==> config.mk <==
export PLATFORM = sky130hd
export DESIGN_NAME = branch_resolve_unit
export DESIGN_NICKNAME = d
export VERILOG_FILES = /design/src/rtl/branch_resolve_unit.sv
export SDC_FILE = /design/constraint.sdc
export NUM_CORES = 1
export LEC_CHECK = 0
export ABC_CLOCK_PERIOD_IN_PS = 3950
export CORE_ASPECT_RATIO = 2
export CORE_UTILIZATION = 45
export DETAILED_ROUTE_END_ITERATION = 7
export PLACE_DENSITY = 0.82
export SYNTH_ARGS = -nofsm -noshare
export SYNTH_HDL_FRONTEND = slang
export SYNTH_SLANG_ARGS = --single-unit
==> constraint.sdc <==
create_clock -name clk -period 3.95 [get_ports clk]
set_input_delay 0.5925 -clock clk [delete_from_list [all_inputs] [get_ports clk]]
set_output_delay 0.5925 -clock clk [all_outputs]
set_load 0.03 [all_outputs]
==> src/rtl/branch_resolve_unit.sv <==
// Branch sequencer behind the CON flip-flop: strobes CONin, samples the condition,
// computes PC + sext(C) and issues a one-cycle PC load when taken; keeps saturating stats.
module branch_resolve_unit #(
  parameter int ADDR_W = 32,
  parameter int IMM_W  = 19,
  parameter int CNT_W  = 16
) (
  input  logic              clk,
  input  logic              clr,
  input  logic              start,
  input  logic              con_q,
  input  logic [31:0]       ir,
  input  logic [ADDR_W-1:0] pc_in,
  output logic              con_in,
  output logic              busy,
  output logic              done,
  output logic              taken,
  output logic              pc_load,
  output logic [ADDR_W-1:0] pc_out,
  output logic [CNT_W-1:0]  br_cnt,
  output logic [CNT_W-1:0]  tk_cnt
);

  // state   | meaning
  // IDLE    | waiting for start
  // EVAL    | CONin strobed, CON flip-flop captures at the end of this cycle
  // SAMPLE  | CON result settled; latch decision and target
  // RESOLVE | done pulse, PC load if taken, statistics update
  typedef enum logic [1:0] {
    S_IDLE    = 2'd0,
    S_EVAL    = 2'd1,
    S_SAMPLE  = 2'd2,
    S_RESOLVE = 2'd3
  } state_t;

  localparam logic [CNT_W-1:0] CNT_ONE = {{(CNT_W-1){1'b0}}, 1'b1};

  state_t            state_q, state_d;
  logic              taken_q, taken_d;
  logic [ADDR_W-1:0] pc_out_q, pc_out_d;
  logic [CNT_W-1:0]  br_cnt_q, br_cnt_d;
  logic [CNT_W-1:0]  tk_cnt_q, tk_cnt_d;
  logic [ADDR_W-1:0] c_sext;
  logic              unused_ir;

  assign c_sext    = {{(ADDR_W-IMM_W){ir[IMM_W-1]}}, ir[IMM_W-1:0]};
  assign unused_ir = ^ir[31:IMM_W];

  always_ff @(posedge clk) begin
    if (!clr) begin
      state_q  <= S_IDLE;
      taken_q  <= 1'b0;
      pc_out_q <= '0;
      br_cnt_q <= '0;
      tk_cnt_q <= '0;
    end else begin
      state_q  <= state_d;
      taken_q  <= taken_d;
      pc_out_q <= pc_out_d;
      br_cnt_q <= br_cnt_d;
      tk_cnt_q <= tk_cnt_d;
    end
  end

  always_comb begin
    state_d = state_q;
    case (state_q)
      S_IDLE:    if (start) state_d = S_EVAL;
      S_EVAL:    state_d = S_SAMPLE;
      S_SAMPLE:  state_d = S_RESOLVE;
      S_RESOLVE: state_d = S_IDLE;
      default:   state_d = S_IDLE;
    endcase
  end

  // Target is computed even when not taken; the sum wraps silently.
  always_comb begin
    taken_d  = taken_q;
    pc_out_d = pc_out_q;
    br_cnt_d = br_cnt_q;
    tk_cnt_d = tk_cnt_q;
    if (state_q == S_SAMPLE) begin
      taken_d  = con_q;
      pc_out_d = pc_in + c_sext;
    end
    if (state_q == S_RESOLVE) begin
      if (br_cnt_q != {CNT_W{1'b1}}) br_cnt_d = br_cnt_q + CNT_ONE;
      if (taken_q && (tk_cnt_q != {CNT_W{1'b1}})) tk_cnt_d = tk_cnt_q + CNT_ONE;
    end
  end

  always_comb begin
    con_in  = (state_q == S_EVAL);
    busy    = (state_q != S_IDLE);
    done    = (state_q == S_RESOLVE);
    pc_load = (state_q == S_RESOLVE) && taken_q;
    taken   = taken_q;
    pc_out  = pc_out_q;
    br_cnt  = br_cnt_q;
    tk_cnt  = tk_cnt_q;
  end

endmodule

# After elaboration in Yosys (flattened, before gate mapping)
# Index checks and enable logic that the tools add are counted.
[totals]
regBits = 67
in_bits = 68
output_inout_bits = 69
word_cells = 22
[classes]
addsub = 3
eq_ne = 6
mux = 2
n_reduce_logical = 6
[op_table]
columns = ["cell", "count"]
rows = [
  ["adder 16 x 1 -> 16 bit (second input constant)", 2],
  ["adder 32 bit", 1],
  ["inequality test 16 bit (second input constant)", 2],
  ["one-hot mux 2 bit (4 select lines)", 1],
  ["equality test 2 bit (second input constant)", 2],
  ["AND reduction 2 bit", 2],
  ["equality test 2 x 1 -> 1 bit (second input constant)", 1],
  ["logical AND 1 bit", 2],
  ["logical NOT 2 bit", 1],
  ["2-to-1 mux 2 bit", 1],
  ["inequality test 2 bit (second input constant)", 1],
  ["nonzero test 2 bit", 1],
]

# Longest topological paths before layout
[logic_depth]
word_depth = 3
mapped_depth = 10
ltp_nobuf = 10

# Worst setup path before layout
# Ideal clock, no wire load.
[synth_timing]
path_kind = "input-to-reg"
start = "in ir[0]"
end = "reg pc_out_q[30] (netlist: pc_out[30])"
setup_time_ns = 0.069
arrival_ns = 2.540
required_time_ns = 3.881
setup_slack_ns = 1.341
path_stages = 10
path_buffers = 0
path_cell_list = "ha_1 fa_1 a21oi_1 o211a_1 o21ai_2 o211ai_2 a21o_2 o21ai_1 mux2_1 o21ai_1"
[synth_via]
elab_chain_len = 1
[synth_lines]
columns = ["element", "line_no", "source"]
rows = [
  ["from (decl)", "12", "input logic [31:0] ir,"],
  ["adder 32 bit", "84", "pc_out_d = pc_in + c_sext;"],
  ["to (signal assigned)", "59", "pc_out_q <= pc_out_d;"],
  ["to (decl)", "40", "logic [ADDR_W-1:0] pc_out_q, pc_out_d;"],
]
# No other way between the ends.
# A chain may end at the register's enable or synchronous reset.

# Final worst setup path
[layout_timing]
start = "in ir[18]"
end = "reg pc_out_q[31] (netlist: pc_out[31])"
# Same word-level chain as after synthesis.

==> flow_summary.ini <==
[run_status]
outcome = finished clean

[clocking]
cts_sinks = 67
cts_setup_buffers = 0
clock_path_buffers = 2
ctsHoldBuffers = 0
cts_tree = yes
ctsResizeCount = 0
cts_root_buf = clkbuf_16
h-tree-depth = 3
cts_inserted_buffers = 9
clk_pin_slew_ns = 0.05
clkLatencyLatePin_ns = 0.33

[worst_setup_path]
crit_fanout = 14
slowest_stage = clkdlybuf4s50_1
crit_chain = clkdlybuf4s50_1, ha_1, a21oi_1, o21a_1, o31ai_2, a211o_1, o221ai_2, nand2_2, mux2_4, a211oi_2
cp-end-kind = flip-flop
cp-start-kind = input pin
worstSetupPathType = in -> reg
critical-path-max-stage-delay_ns = 0.87
crit_arrival_ns = 3.41
cp.required_ns = 4.20

[final_layout]
drive_above_1_share = 0.0724
nets = 751
final_area_sq_um = 6120
instances_no_fill = 779
fin_util = 0.648
antenna_cells = 0
areaGrowthSynthToFinish_pct = 39.1

[timing]
rsz0062_at_grt = false
drv_slew = 0
tns_ns = 0
fin_ws_ns = 0.790
hold_viol = 0
worstMarginPinSlew_ns = 0.620
post-route-period-util = 0.800
post-route-min-period_ns = 3.16
maxSlewHeadroom = 0.585
setup_violations = 0
timing.fmax_ghz = 0.316
skew_ns = 0.00779

[die]
start_util = 0.466
dieArea_sq_um = 10200
rows = 50
die_w_microns = 71.9
io_pins = 137
fp.dieH_microns = 142
core_area_sq_um = 9450

[place]
port_buffers = 123
dp_cells = 763
dp_slack_ns = 0.517
placed_area_sq_um = 5770
gp_congestion = 0.877
dpl.hpwl_mm = 9.07

[grt]
grt_pass1_vias = 4374
grt_use_total = 0.240
grt_pass1_wl_mm = 19.4
antenna_found_initial = 0
overflow = 0
grt_max_degree = 40

[synthesis]
yosysTopAreaCell = dfxtp_1
synth-seq-cells = 67
synth_nets = 628
synth_top_family_by_area = simple AND/OR/NAND/NOR gates
synth_compound_area_frac = 0.201
ys_async_sr_fraction = 0
ys_top_cells_by_area = dfxtp_1 (30%), ha_1 (11%), nor2_1 (5.0%), xnor2_1 (4.6%), xor2_1 (4.6%)
yosys_warnings = 0
seq_area_frac_synth = 0.305
synth_simple_gate_area_share = 0.211
synthMuxAreaShare = 0.0492
synth_fa_ha_area_frac = 0.113
avgSynthCellArea_sq_um = 8.45
synth-xor-area-share = 0.0916
netlist_top_cells_count = dfxtp_1 (67), nor2_1 (59), a21oi_1 (38), ha_1 (38), nand2_1 (38)
yosys.cell_count.top_type = dfxtp_1
yosys.area.top_type_share = 0.305
syn_inst = 521
synthFlopType = dfxtp_1
synthDistinctLibCells = 64
synth_area_sq_um = 4400
synth_edf_count = 0

[detailed_routing]
via_per_inst = 5.55
wl_met1_mm = 4.29
drtAntennaViolNets = 0
drc_errors = 0
dr_wl_met2_mm = 6.64
first_pass_iters = 5
wl_per_cell_microns = 15.2
wl_mm = 11.9
vias = 4326
route.met3.wl_microns = 407
drt_iter0_markers = 175
top_layer_used = met4

[min_path]
hp-class = reg -> reg

[pwr]
p_leak_nw = 2.36
cellPowerDensity_nw_per_um2 = 444
vdd_drop_max_mv = 0.282

[flow_run]
maxCapViolations = 0
==> path summary, 6_finish.rpt <==
check                                        startpoint                 endpoint  slack [ns]  depth (start not counted)
worst max-delay path                             ir[18]  pc_out[31]$_SDFFE_PN0P_        0.79                         10
worst min-delay path            pc_out[29]$_SDFFE_PN0P_  pc_out[29]$_SDFFE_PN0P_        0.46                          2
worst max register to register   br_cnt[0]$_SDFFE_PN0P_  br_cnt[14]$_SDFFE_PN0P_        1.72                          8
worst min register to register  pc_out[29]$_SDFFE_PN0P_  pc_out[29]$_SDFFE_PN0P_        0.46                          2
==> metal layers <==
layer  vias up  global-route usage
met5         -                   0
met4         0               0.137
met3        38              0.0384
met2       126               0.469
met1      2037               0.226
li1       2125                   -
==> placed cells by master, fill, tap and decap left out, drive strengths merged, types with 11 or more instances in the layout <==
cell type,synthesis,final
xor2,23,23
dfxtp,67,67
a21o,14,14
inv,20,19
nor2,60,60
xnor2,23,23
nand2,40,40
nand3,32,32
clkdlybuf4s50,0,123
o21ai,22,22
ha,38,38
mux2i,19,19
a21oi,38,38
and2,11,11
==> power breakdown <==
group	internal, W	leakage (nW)	switching, W	total (W)
clock	0.000634	0.173	0.000295	0.000930
sequential	0.000759	0.542	0.0000516	0.000810
combinational	0.000416	1.65	0.000565	0.000981
==> cells by family (layout without fill, tap and decap cells) <==
group | count (synthesis) | count (layout)
AOI/OAI and AO/OA | 125 | 125
xor gates and xnor gates | 46 | 46
adders and majority gates | 39 | 39
buffers and inverters | 35 | 163
DFF | 67 | 67
muxes | 21 | 21
and+or+nand+nor | 188 | 188
==> critical path, delay by kind of cell <==
family	cells	cell delay [ns]
AO/OA/AOI/OAI	6	1.17
adder cells (fa/ha/maj)	1	0.38
multiplexers	1	0.31
AND/OR/NAND/NOR	1	0.08
buffers and inverters	1	0.87
==> through the flow <==
stage                     power, W  hold WS, ns
final                      0.00272        0.458
after global routing       0.00285        0.473
after CTS                  0.00273        0.461
after detailed placement   0.00180        0.454
after global placement     0.00177        0.447
after floorplan            0.00146        0.511
==> area by class of cell <==
type,count,area (sq um)
fill,806,3320
multi-input combinational,419,2930
timing repair buffer,127,1260
sequential,67,1340
inverter,20,75.1
clock buffer,10,239
tap,130,163
clock inverter,6,113
==> flip-flops by register name, indices dropped and copies added (netlist names) <==
name / flops
pc_out: 32
br_cnt: 16
tk_cnt: 16
state_q: 2
taken: 1
No activity file was read; power rests on OpenSTA's default activity.
